**config.mk**
```make
export PLATFORM = sky130hd
export DESIGN_NAME = sc_player_move_ctrl
export DESIGN_NICKNAME = d
export VERILOG_FILES = /design/src/rtl/sc_player_move_ctrl.sv
export SDC_FILE = /design/constraint.sdc
export NUM_CORES = 1
export LEC_CHECK = 0
export BUFFER_PORTS_ARGS = -buffer_cell sky130_fd_sc_hd__buf_2
export CAP_MARGIN = 40
export CORE_MARGIN = 1
export CORE_UTILIZATION = 35
export CTS_CLUSTER_DIAMETER = 150
export DETAILED_ROUTE_END_ITERATION = 16
export HOLD_SLACK_MARGIN = 0.15
export PLACE_DENSITY = 0.47
export SYNTH_ARGS = -nofsm -noshare
export SYNTH_HDL_FRONTEND = slang
export SYNTH_SLANG_ARGS = --single-unit
```
**constraint.sdc**
```tcl
create_clock -name SC_RegPOINTTYPE_CLOCK_50 -period 6.7 [get_ports SC_RegPOINTTYPE_CLOCK_50]
set_input_delay 1.675 -clock SC_RegPOINTTYPE_CLOCK_50 [delete_from_list [all_inputs] [get_ports SC_RegPOINTTYPE_CLOCK_50]]
set_output_delay 1.675 -clock SC_RegPOINTTYPE_CLOCK_50 [all_outputs]
set_load 0.02 [all_outputs]
```
**src/rtl/sc_player_move_ctrl.sv**
```systemverilog
// sc_player_move_ctrl
//
// Control stage in front of the player-car point register. Turns the raw
// start/left/right buttons and the collision flag into the register's clear,
// load and shift-select strobes. Both register rows are driven by these
// same outputs, so a single game FSM serves both.
//
// Ports:
//   SC_RegPOINTTYPE_CLOCK_50      system clock, rising edge
//   SC_RegPOINTTYPE_RESET_InHigh  asynchronous active-high reset
//   start_InLow / left_InLow / right_InLow
//                                 raw buttons, active-low, asynchronous
//   crash_In                      collision flag, synchronous, active-high
//   clear_OutLow                  one-cycle clear strobe on game start
//   load0_OutLow                  one-cycle respawn load strobe
//   load1_OutLow                  one-cycle game-over load strobe
//   shiftselection_Out            01 left, 10 right, 00 hold
//   lives_Out                     remaining lives
//   state_Out                     IDLE=0 INIT=1 PLAY=2 CRASH=3 GAMEOVER=4
module sc_player_move_ctrl #(
  parameter int unsigned DEBOUNCE_CYCLES = 250000,
  parameter int unsigned MOVE_PERIOD     = 5000000,
  parameter int unsigned CRASH_CYCLES    = 50000000,
  parameter int unsigned LIVES           = 3
) (
  input  logic       SC_RegPOINTTYPE_CLOCK_50,
  input  logic       SC_RegPOINTTYPE_RESET_InHigh,
  input  logic       start_InLow,
  input  logic       left_InLow,
  input  logic       right_InLow,
  input  logic       crash_In,
  output logic       clear_OutLow,
  output logic       load0_OutLow,
  output logic       load1_OutLow,
  output logic [1:0] shiftselection_Out,
  output logic [2:0] lives_Out,
  output logic [2:0] state_Out
);

  // Counter widths sized to hold (N - 1), never narrower than one bit.
  localparam int unsigned DbW = (DEBOUNCE_CYCLES > 1) ? $clog2(DEBOUNCE_CYCLES) : 1;
  localparam int unsigned MvW = (MOVE_PERIOD > 1) ? $clog2(MOVE_PERIOD) : 1;
  localparam int unsigned CrW = (CRASH_CYCLES > 1) ? $clog2(CRASH_CYCLES) : 1;

  localparam logic [DbW-1:0] DbLast    = DbW'(DEBOUNCE_CYCLES - 1);
  localparam logic [MvW-1:0] MvLast    = MvW'(MOVE_PERIOD - 1);
  localparam logic [CrW-1:0] CrLast    = CrW'(CRASH_CYCLES - 1);
  // The load strobe is registered, so it is launched one cycle before expiry
  // in order to be low during the final CRASH cycle.
  localparam logic [CrW-1:0] CrStrobe  = CrW'(CRASH_CYCLES - 2);
  localparam logic [2:0]     LivesInit = 3'(LIVES);

  typedef enum logic [2:0] {
    StIdle     = 3'd0,
    StInit     = 3'd1,
    StPlay     = 3'd2,
    StCrash    = 3'd3,
    StGameover = 3'd4
  } state_e;

  // Button index: 0 = start, 1 = left, 2 = right.
  localparam int unsigned NumBtn = 3;

  logic [NumBtn-1:0] raw;
  logic [NumBtn-1:0] sync1_q;
  logic [NumBtn-1:0] sync2_q;
  logic [NumBtn-1:0] db_q;
  logic [DbW-1:0]    db_cnt_q [NumBtn];
  logic              start_prev_q;

  assign raw = {right_InLow, left_InLow, start_InLow};

  // Two-flop synchronizer followed by a per-button stability counter. The
  // debounced level only follows the synchronized level once the two have
  // disagreed for DEBOUNCE_CYCLES consecutive cycles; agreement at any point
  // restarts the count.
  always_ff @(posedge SC_RegPOINTTYPE_CLOCK_50 or posedge SC_RegPOINTTYPE_RESET_InHigh) begin
    if (SC_RegPOINTTYPE_RESET_InHigh) begin
      sync1_q      <= '1;
      sync2_q      <= '1;
      db_q         <= '1;
      start_prev_q <= 1'b1;
      for (int i = 0; i < NumBtn; i++) begin
        db_cnt_q[i] <= '0;
      end
    end else begin
      sync1_q      <= raw;
      sync2_q      <= sync1_q;
      start_prev_q <= db_q[0];
      for (int i = 0; i < NumBtn; i++) begin
        if (sync2_q[i] == db_q[i]) begin
          db_cnt_q[i] <= '0;
        end else if (db_cnt_q[i] == DbLast) begin
          db_q[i]     <= sync2_q[i];
          db_cnt_q[i] <= '0;
        end else begin
          db_cnt_q[i] <= db_cnt_q[i] + 1'b1;
        end
      end
    end
  end

  logic       start_evt;
  logic       left_pressed;
  logic       right_pressed;
  logic [1:0] dir;

  // One-cycle pulse on the debounced press (1 -> 0) of start.
  assign start_evt     = start_prev_q & ~db_q[0];
  assign left_pressed  = ~db_q[1];
  assign right_pressed = ~db_q[2];

  // Exactly one direction held selects it; both or neither means hold.
  always_comb begin
    dir = 2'b00;
    if (left_pressed && !right_pressed) begin
      dir = 2'b01;
    end else if (right_pressed && !left_pressed) begin
      dir = 2'b10;
    end
  end

  state_e         state_q;
  logic [2:0]     lives_q;
  logic           clear_q;
  logic           load0_q;
  logic           load1_q;
  logic [1:0]     shift_q;
  logic [1:0]     prev_dir_q;
  logic [MvW-1:0] move_cnt_q;
  logic [CrW-1:0] crash_cnt_q;

  // Game FSM. All outputs are registered; strobes default inactive every
  // cycle so each one lasts exactly one cycle.
  always_ff @(posedge SC_RegPOINTTYPE_CLOCK_50 or posedge SC_RegPOINTTYPE_RESET_InHigh) begin
    if (SC_RegPOINTTYPE_RESET_InHigh) begin
      state_q     <= StIdle;
      lives_q     <= 3'd0;
      clear_q     <= 1'b1;
      load0_q     <= 1'b1;
      load1_q     <= 1'b1;
      shift_q     <= 2'b00;
      prev_dir_q  <= 2'b00;
      move_cnt_q  <= '0;
      crash_cnt_q <= '0;
    end else begin
      clear_q <= 1'b1;
      load0_q <= 1'b1;
      load1_q <= 1'b1;
      shift_q <= 2'b00;

      unique case (state_q)
        StIdle: begin
          if (start_evt) begin
            state_q <= StInit;
            clear_q <= 1'b0;
          end
        end

        StInit: begin
          lives_q    <= LivesInit;
          move_cnt_q <= '0;
          prev_dir_q <= 2'b00;
          state_q    <= StPlay;
        end

        StPlay: begin
          if (crash_In) begin
            // Crash wins over any shift due this cycle.
            state_q     <= StCrash;
            lives_q     <= (lives_q == 3'd0) ? 3'd0 : lives_q - 3'd1;
            crash_cnt_q <= '0;
            move_cnt_q  <= '0;
            prev_dir_q  <= 2'b00;
          end else begin
            prev_dir_q <= dir;
            if (dir == 2'b00) begin
              move_cnt_q <= '0;
            end else if (dir != prev_dir_q) begin
              // New press, including a direct swap of direction.
              shift_q    <= dir;
              move_cnt_q <= '0;
            end else if (move_cnt_q == MvLast) begin
              shift_q    <= dir;
              move_cnt_q <= '0;
            end else begin
              move_cnt_q <= move_cnt_q + 1'b1;
            end
          end
        end

        StCrash: begin
          if (crash_cnt_q == CrLast) begin
            crash_cnt_q <= '0;
            state_q     <= (lives_q != 3'd0) ? StPlay : StGameover;
          end else begin
            crash_cnt_q <= crash_cnt_q + 1'b1;
            if (crash_cnt_q == CrStrobe) begin
              if (lives_q != 3'd0) begin
                load0_q <= 1'b0;
              end else begin
                load1_q <= 1'b0;
              end
            end
          end
        end

        StGameover: begin
          if (start_evt) begin
            state_q <= StInit;
            clear_q <= 1'b0;
          end
        end

        default: begin
          state_q <= StIdle;
        end
      endcase
    end
  end

  assign clear_OutLow       = clear_q;
  assign load0_OutLow       = load0_q;
  assign load1_OutLow       = load1_q;
  assign shiftselection_Out = shift_q;
  assign lives_Out          = lives_q;
  assign state_Out          = state_q;

endmodule

```
==> results of run 1 <==
## power by group
group / internal, uW / total, uW / switching, uW
sequential: 818 / 904 / 86.2
combinational: 134 / 409 / 275
clock: 590 / 960 / 370
## stage by stage
step / utilization, % / power (uW) / area, sq um / setup WS (ns)
after global routing: 41.0 / 2390 / 7390 / 3.63
after floorplan: - / 1210 / 6450 / 1.69
after CTS: 41.0 / 2300 / 7380 / 3.66
after global placement: 37.3 / 1310 / 6720 / 3.00
final: 41.0 / 2270 / 7390 / 3.67
after detailed placement: 37.6 / 1330 / 6770 / 3.32
## routing by layer
metal / global-route usage, % / vias to the layer above / share of wire [%]
li1: - / 2424 / -
met5: 0 / - / 0
met1: 21.1 / 2396 / 48
met2: 26.0 / 77 / 46
met4: 8.70 / 0 / 1.9
met3: 4.08 / 17 / 4.1
## path summary, 6_finish.rpt
kind / start / to / slack [ns] / cells past startpoint
setup reg to reg: db_q[1]$_DFFE_PP1P_ / move_cnt_q[12]$_DFFE_PP0P_ / 4.37 / 8
hold reg to reg: sync1_q[2]$_DFF_PP1_ / sync2_q[2]$_DFF_PP1_ / 0.36 / 0
hold / removal: sync1_q[2]$_DFF_PP1_ / sync2_q[2]$_DFF_PP1_ / 0.36 / 0
min in group asynchronous: SC_RegPOINTTYPE_RESET_InHigh / db_cnt_q[3]$_DFF_PP0_ / 1.20 / 2
max in group asynchronous: SC_RegPOINTTYPE_RESET_InHigh / db_cnt_q[28]$_DFF_PP0_ / 4.20 / 4
setup / recovery: state_Out[0]$_DFFE_PP0P_ / state_Out[0] / 3.67 / 1
## cells by family after synthesis
group | Yosys count | share of synthesized area (%)
AOI/OAI and AO/OA | 106 | 10.2
xor gates and xnor gates | 61 | 8.29
adders and majority gates | 8 | 1.55
buffers and inverters | 41 | 3.07
DFF | 126 | 49.2
muxes | 1 | 0.175
and+or+nand+nor | 329 | 27.5
## cell usage in the layout, fill, tap and decap left out, types with 13 or more instances in the layout
master	count
xnor2_1	28
xor2_1	33
a31oi_1	26
and4_1	14
nand2_1	68
and3_1	18
nor2_1	81
nand4_1	22
nor3_1	20
o21ai_0	23
dfstp_2	13
clkbuf_16	17
buf_2	16
dfrtp_1	113
a21oi_1	24
nand3_1	40
inv_1	20
## registers in the layout, summed over array words and instances (netlist names)
| name | flops |
|---|---|
| shiftselection_Out | 2 |
| crash_cnt_q | 26 |
| sync1_q | 3 |
| clear_OutLow | 1 |
| load0_OutLow | 1 |
| move_cnt_q | 23 |
| sync2_q | 3 |
| load1_OutLow | 1 |
| lives_Out | 3 |
| db_cnt_q | 54 |
| db_q | 3 |
| start_prev_q | 1 |
| prev_dir_q | 2 |
| state_Out | 3 |
## layout make-up
type                    count  area [sq um]  area share (%)
diodes                      1          2.50          0.0339
clock buffers              17           425            5.76
clock inverters            15           188            2.54
inverters                  21          81.3            1.10
multi-input cells         505          3090            41.8
flip-flops and latches    126          3170            42.9
well taps                 229           287            3.88
repair buffers             21           149            2.02
==> results.yml, run 1 <==
outcome:
  status: "finished, final reports clean"
cts:
  cts.clk_slew.worst_paths_ns: 0.06
  cts_buffers: 17
  tritoncts: "yes"
  cts.sinks: 126
  holdBufCountCts: 0
  post_cts_buffers: 0
  insertion_delay_ns: 0.42
  clockBufferDepth: 2
  root_buffer: "clkbuf_16"
  htreeDepth: 4
  cts_resized: 0
critical_path:
  endpoint_kind: "primary output"
  critPathMaxFanout: 16
  crit_required_ns: 5.03
  crit_path_max_incr_delay_ns: 0.65
  cp_num_buf_inv: 1
  crit_chain: "buf_2"
  worstPathArrival_ns: 1.36
  critPathTopFamily: "flip-flops"
  startpoint_type: "flip-flop"
  critPathKind: "flip-flop to primary output"
  crit_path_top_delay_cell: "dfrtp_1"
yosys:
  synth_top_cell_by_area: "dfrtp_1"
  yosysMostFrequentCell: "dfrtp_1"
  ys_seq_elements: 126
  ys_types: 59
  synth_common_cells: "dfrtp_1 (113), nor2_1 (81), nand2_1 (68)"
  syn-num-nets: 686
  ys_warn_count: 0
  ys.flop_type: "dfrtp_1"
  synth.area.top_cells: "dfrtp_1 (44%), dfstp_2 (5.3%), nor2_1 (4.7%), xor2_1 (4.5%), nand2_1 (4.0%)"
  synth.top_cell.area_share_pct: 43.9
  synth_cells: 672
  synth_edf_count: 0
  avgSynthCellArea_sq_um: 9.59
  ys_async_sr_fraction_pct: 100
  yosysSeqAreaShare_pct: 49.2
  syn-cell-area_sq_um: 6450
grt:
  overflow: 0
  grt_pass1_vias: 4898
  grt_util_all_layers_pct: 16.6
  grt_pass1_wl_um: 24100
  antenna_found_initial: 1
  grt_start_max_net_pins: 56
timing:
  finalHoldViolations: 0
  max_freq_mhz: 330
  hold_ws_ns: 0.355
  rsz0062_at_grt: "false"
  maxSlewHeadroom_pct: 42.9
  clock_skew_ns: 0.00738
  fin_crit_sh_pct: 45.2
  setup_violations: 0
  tns_ns: 0
  worst_pin_slew_ns: 0.854
  slew_viol_final: 0
  post-route-min-period_ns: 3.03
floorplan:
  die_height_um: 138
  die_area_sq_um: 19000
  coreArea_sq_um: 18000
  row_count: 49
  boundaryPins: 17
  initial_core_util_pct: 35.8
  die_w_um: 138
cells_and_area:
  fin_cells: 935
  syn2layout_area_growth_pct: 14.6
  fillers: 1819
  nets: 706
  layout-drive-gt1-share_pct: 12.1
place:
  port_buffers: 16
  dp_hpwl_um: 9300
  dp_cells: 902
  place_congestion: 0.763
power_and_ir_drop:
  powerDensity_nw_per_um2: 308
  vdd_ir_drop_max_mv: 0.203
  total_leakage_power_uw: 0.00308
detailed_routing:
  dr.pass1.iters: 4
  routed_wl_um: 13900
  drc: 0
  vias: 4914
  wire_per_inst_um: 14.9
  antenna_left: 0
  avgViaCountPerCell: 5.26
  drt_iter0_drc: 258
min_path:
  hp-class: "flip-flop to flip-flop"
flow_run:
  cap_viol_max_count: 0
No activity file was read; power rests on OpenSTA's default activity.
==> run 2: changes to the inputs <==
- clock period: 6.7 -> 3.1 ns (I/O delays scaled with it)
==> run 2 against run 1 <==
Compared with the run above:
- clock skew is 0.0013 ns lower
- clock-buffer cell count up 5
- sequential share of layout area hardly changed
- register-to-register slack worse by 3.7 ns
- utilization about the same
- via count down 0.14%
- non-clock buffer count grew 2
- worst setup slack worse by 3.0 ns
- cell area down 0.10%
- combinational power up 120%
- first-iteration DRC count increased by 28%
==> results.yml, run 2 (synthesized netlist as in run 1, its figures left out) <==
critical_path:
  r2r_end: "move_cnt_q[12]$_DFFE_PP0P_"
  r2r_cells: 7
  endpoint_kind: "flip-flop"
  critPathMaxFanout: 15
  r2r_slack_ns: 0.71
  startpoint_type: "flip-flop"
  rr_startpoint: "db_q[1]$_DFFE_PP1P_"
  worstPathArrival_ns: 2.71
  crit_required_ns: 3.42
  critPathKind: "flip-flop to flip-flop"
cts:
  tritoncts: "yes"
  post_cts_buffers: 0
  cts_resized: 0
  clockBufferDepth: 2
  cts.clk_slew.worst_paths_ns: 0.06
  holdBufCountCts: 0
  htreeDepth: 4
  insertion_delay_ns: 0.42
  cts_buffers: 17
  cts.sinks: 126
  root_buffer: "clkbuf_16"
min_path:
  holdPathEnd: "sync2_q[0]$_DFF_PP1_"
  holdPathStages: 0
  worstHoldStart: "sync1_q[0]$_DFF_PP1_"
  hp-class: "flip-flop to flip-flop"
place:
  dp_hpwl_um: 9110
  port_buffers: 16
  post_dp_cell_area_sq_um: 6770
  place_congestion: 0.792
timing:
  finalHoldViolations: 0
  max_freq_mhz: 419
  slew_viol_final: 0
  fin_crit_sh_pct: 76.9
  worst_pin_slew_ns: 0.831
  tns_ns: 0
  maxSlewHeadroom_pct: 44.4
  post-route-min-period_ns: 2.39
  clock_skew_ns: 0.00606
  setup_violations: 0
  rsz0062_at_grt: "false"
detailed_routing:
  wire_per_inst_um: 14.9
  drc: 0
  avgViaCountPerCell: 5.24
  drt_iter0_drc: 330
  vias: 4907
  routed_wl_um: 13900
  dr.pass1.iters: 4
  antenna_left: 0
power_and_ir_drop:
  vdd_ir_drop_max_mv: 0.395
  total_leakage_power_uw: 0.00308
  powerDensity_nw_per_um2: 668
cells_and_area:
  fin_util_pct: 40.9
  final_cell_mix: "dfrtp_1 (113), nor2_1 (81), nand2_1 (68)"
  syn2layout_area_growth_pct: 14.5
  largest-register: "db_cnt_q"
  largestRegisters: "db_cnt_q: 54 flops, crash_cnt_q: 26 flops, move_cnt_q: 23 flops"
  layout_commonest_cell: "dfrtp_1"
  largest_register_ff_count: 54
  layout-drive-gt1-share_pct: 12.0
  n_antenna_cell: 0
  nets: 708
  stdcell_area_sq_um: 7380
floorplan:
  row_count: 49
  initial_core_util_pct: 35.8
  coreArea_sq_um: 18000
  boundaryPins: 17
  die_height_um: 138
  die_w_um: 138
  die_area_sq_um: 19000
grt:
  grt_start_max_net_pins: 127
  grt_pass1_wl_um: 24100
  grt_util_all_layers_pct: 16.4
  grt_pass1_vias: 4814
  antenna_found_initial: 0
  overflow: 0
flow_run:
  cap_viol_max_count: 0
outcome:
  status: "finished, final reports clean"
==> run 2: per-stage QoR <==
stage / total power (uW) / cells / setup WS, ns / hold slack (ns)
2_1_floorplan: 2620 / 672 / 0.782 / 0.345
3_3_place_gp: 2870 / 904 / 0.619 / 0.347
3_5_place_dp: 2880 / 904 / 0.550 / 0.347
4_1_cts: 4990 / 936 / 0.706 / 0.356
5_1_grt: 5190 / 936 / 0.505 / 0.357
6_report: 4930 / 936 / 0.715 / 0.355
==> run 2: worst max path at each step <==
stage | slack, ns | cells after the start | from | endpoint
6_report | 0.71 | 7 | db_q[1]$_DFFE_PP1P_ | move_cnt_q[12]$_DFFE_PP0P_
2_1_floorplan | 0.78 | 1 | SC_RegPOINTTYPE_RESET_InHigh | crash_cnt_q[0]$_DFFE_PP0P_
4_1_cts | 0.71 | 7 | db_q[1]$_DFFE_PP1P_ | move_cnt_q[12]$_DFFE_PP0P_
3_3_place_gp | 0.62 | 7 | crash_In | move_cnt_q[14]$_DFFE_PP0P_
3_5_place_dp | 0.55 | 6 | crash_In | move_cnt_q[12]$_DFFE_PP0P_
5_1_grt | 0.50 | 8 | db_q[1]$_DFFE_PP1P_ | move_cnt_q[14]$_DFFE_PP0P_
==> run 2: layout make-up <==
| type | instances | area (sq um) |
|---|---|---|
| Clock buffer | 22 | 474 |
| Timing Repair Buffer | 23 | 145 |
| Fill cell | 1778 | 10600 |
| Multi-Input combinational cell | 505 | 3090 |
| Sequential cell | 126 | 3170 |
| Tap cell | 229 | 287 |
| Inverter | 21 | 82.6 |
| Clock inverter | 10 | 136 |
==> run 2: critical path: stages, from the launching register on <==
cell,delay (ns)
dfstp_2,0.55
inv_1,0.06
ha_1,0.23
xnor2_1,0.22
nand4_1,0.19
a21oi_2,0.51
nand2_1,0.24
o31ai_1,0.29
==> run 2: where the power goes <==
| part | switching [uW] | internal [uW] | total, uW |
|---|---|---|---|
| clock | 752 | 1330 | 2080 |
| combinational | 597 | 306 | 903 |
| sequential | 182 | 1770 | 1950 |
| total | 1530 | 3400 | 4930 |
==> run 2: routing by layer <==
layer / up-vias / wire length, um / track usage, %
li1: 2430 / - / -
met4: 0 / 280 / 7.13
met5: - / 0 / 0
met1: 2398 / 6650 / 21.4
met3: 19 / 470 / 4.49
met2: 60 / 6500 / 25.3
==> run 3: changes to the inputs <==
- ABC_AREA: unset -> 1
- clock period: 3.1 -> 2.3 ns (I/O delays scaled with it)
==> run 3 against run 2 <==
Compared with the run above:
- power grew 3.8%
- final cell count is 34% higher
- area after synthesis increased by 10%
- worst hold slack got worse by 0.17 ns
- first-iteration DRC count is 5.2% lower
- clock skew up 0.0015 ns
- sequential power up 16%
- critical endpoint is now crash_cnt_q[15]$_DFFE_PP0P_
==> results.yml, run 3 <==
yosys:
  synth.area.top_cells: "dfrtp_1 (40%), nand2_1 (13%), nor2_1 (9.0%), inv_1 (5.6%), xor2_1 (5.1%)"
  synth_cells: 938
  synth.top_cell.area_share_pct: 39.8
  ys_warn_count: 0
  yosysMostFrequentCell: "nand2_1"
  syn-num-nets: 952
  ys_seq_elements: 126
  ys.flop_type: "dfrtp_1"
  ys_async_sr_fraction_pct: 100
  ys_types: 36
  synth_top_cell_by_area: "dfrtp_1"
  synth_common_cells: "nand2_1 (242), nor2_1 (171), dfrtp_1 (113)"
  synth_edf_count: 0
  yosysSeqAreaShare_pct: 44.7
  syn-cell-area_sq_um: 7100
  avgSynthCellArea_sq_um: 7.57
place:
  post_dp_cell_area_sq_um: 7520
  place_congestion: 0.801
  dp_hpwl_um: 12200
  port_buffers: 16
power_and_ir_drop:
  pwr-share-comb_pct: 2.1
  intPower_uw: 4010
  powerDensity_nw_per_um2: 629
  seqPwrFrac_pct: 44.1
  switchingPower_uw: 1110
  vdd_ir_drop_max_mv: 0.459
  total_leakage_power_uw: 0.00391
  finalPower_uw: 5120
  swShare_pct: 21.6
  clkPwrFrac_pct: 53.8
timing:
  rsz0062_at_grt: "false"
  slew_viol_final: 0
  max_freq_mhz: 540
  fin_crit_sh_pct: 80.6
  worst_pin_slew_ns: 0.506
  clock_skew_ns: 0.00759
  hold_ws_ns: 0.188
  setup_violations: 0
  post-route-min-period_ns: 1.85
  maxSlewHeadroom_pct: 66.2
  finalHoldViolations: 0
  tns_ns: 0
detailed_routing:
  avgViaCountPerCell: 4.67
  drc: 0
  dr.pass1.iters: 4
  antenna_left: 0
  routed_wl_um: 16600
  wire_per_inst_um: 13.3
  drt_iter0_drc: 313
  vias: 5832
grt:
  grt_pass1_vias: 5705
  grt_util_all_layers_pct: 17.5
  overflow: 0
  grt_start_max_net_pins: 46
  antenna_found_initial: 0
  grt_pass1_wl_um: 28200
critical_path:
  crit_chain: "ha_1 > inv_1 > nor2_4 > nand3_1 > nor2_1 > nand2_2 > nand2_2 > inv_1 > nand2_1 > nand2_1"
  cp_num_buf_inv: 2
  critPathKind: "flip-flop to flip-flop"
  crit_path_top_delay_cell: "dfrtp_1"
  critPathTopFamily: "simple AND/OR/NAND/NOR gates"
  crit_path_max_incr_delay_ns: 0.40
  crit_required_ns: 2.61
  critPathMaxFanout: 12
  startpoint_type: "flip-flop"
  worstPathArrival_ns: 2.16
  endpoint_kind: "flip-flop"
outcome:
  status: "finished, final reports clean"
floorplan:
  boundaryPins: 17
  die_area_sq_um: 20800
  initial_core_util_pct: 36.1
  coreArea_sq_um: 19700
  row_count: 51
  die_w_um: 144
  die_height_um: 144
min_path:
  hp-class: "primary input to async pin"
cts:
  root_buffer: "clkbuf_16"
  cts.sinks: 126
  htreeDepth: 4
  post_cts_buffers: 0
  holdBufCountCts: 0
  cts_buffers: 17
  clockBufferDepth: 2
  cts_resized: 0
  insertion_delay_ns: 0.42
  cts.clk_slew.worst_paths_ns: 0.06
  tritoncts: "yes"
cells_and_area:
  largest_register_ff_count: 54
  layout-drive-gt1-share_pct: 11.1
  syn2layout_area_growth_pct: 14.5
  final_cell_mix: "nand2_1 (242), nor2_1 (171), dfrtp_1 (113)"
  layout_commonest_cell: "nand2_1"
  largest-register: "db_cnt_q"
  nets: 986
  n_antenna_cell: 0
  fin_util_pct: 41.4
  largestRegisters: "db_cnt_q: 54 flops, crash_cnt_q: 26 flops, move_cnt_q: 23 flops"
  stdcell_area_sq_um: 8130
flow_run:
  cap_viol_max_count: 0
[run 3: final timing paths]
kind	endpoint	from	slack (ns)	depth (start not counted)
max	crash_cnt_q[15]$_DFFE_PP0P_	crash_cnt_q[1]$_DFFE_PP0P_	0.45	10
min	db_cnt_q[33]$_DFF_PP0_	SC_RegPOINTTYPE_RESET_InHigh	0.19	2
max reg2reg	crash_cnt_q[15]$_DFFE_PP0P_	crash_cnt_q[1]$_DFFE_PP0P_	0.45	10
min reg2reg	sync2_q[0]$_DFF_PP1_	sync1_q[0]$_DFF_PP1_	0.36	0
max in group asynchronous	move_cnt_q[11]$_DFFE_PP0P_	SC_RegPOINTTYPE_RESET_InHigh	1.46	3
min in group SC_RegPOINTTYPE_CLOCK_50	sync1_q[1]$_DFF_PP1_	left_InLow	0.25	1
[run 3: cells by family after synthesis]
family                     Yosys count  share of synthesized area [%]
AOI/OAI and AO/OA                   58                           4.44
xor gates and xnor gates            50                           6.17
adders and majority gates            8                           1.41
buffers and inverters              121                           6.98
DFF                                126                           44.7
and+or+nand+nor                    575                           36.3
[run 3: final cells by class]
| class | count | area, sq um |
|---|---|---|
| Fill cell | 2033 | 11500 |
| Timing Repair Buffer | 23 | 158 |
| Sequential cell | 126 | 3170 |
| Clock inverter | 8 | 106 |
| Multi-Input combinational cell | 691 | 3430 |
| Inverter | 113 | 430 |
| Clock buffer | 24 | 502 |
| Tap cell | 265 | 332 |
[run 3: routing by layer]
metal,global-route usage (%),vias up,wire length (um)
li1,-,3044,-
met1,24.3,2712,8610
met2,27.4,64,7390
met3,4.17,12,473
met4,4.32,0,143
met5,0,-,0
[run 3: power groups by stage]
stage	Combinational, uW	Clock (uW)	Sequential, uW
2_1_floorplan	69.8	0	2290
3_3_place_gp	114	0	2290
3_5_place_dp	113	0	2300
4_1_cts	114	2840	2260
5_1_grt	129	2940	2260
6_report	108	2750	2260
[run 3: stage by stage]
step	std cells	worst slack, ns
2_1_floorplan	938	0.182
3_3_place_gp	1218	0.494
3_5_place_dp	1218	0.487
4_1_cts	1250	0.469
5_1_grt	1250	0.226
6_report	1250	0.447
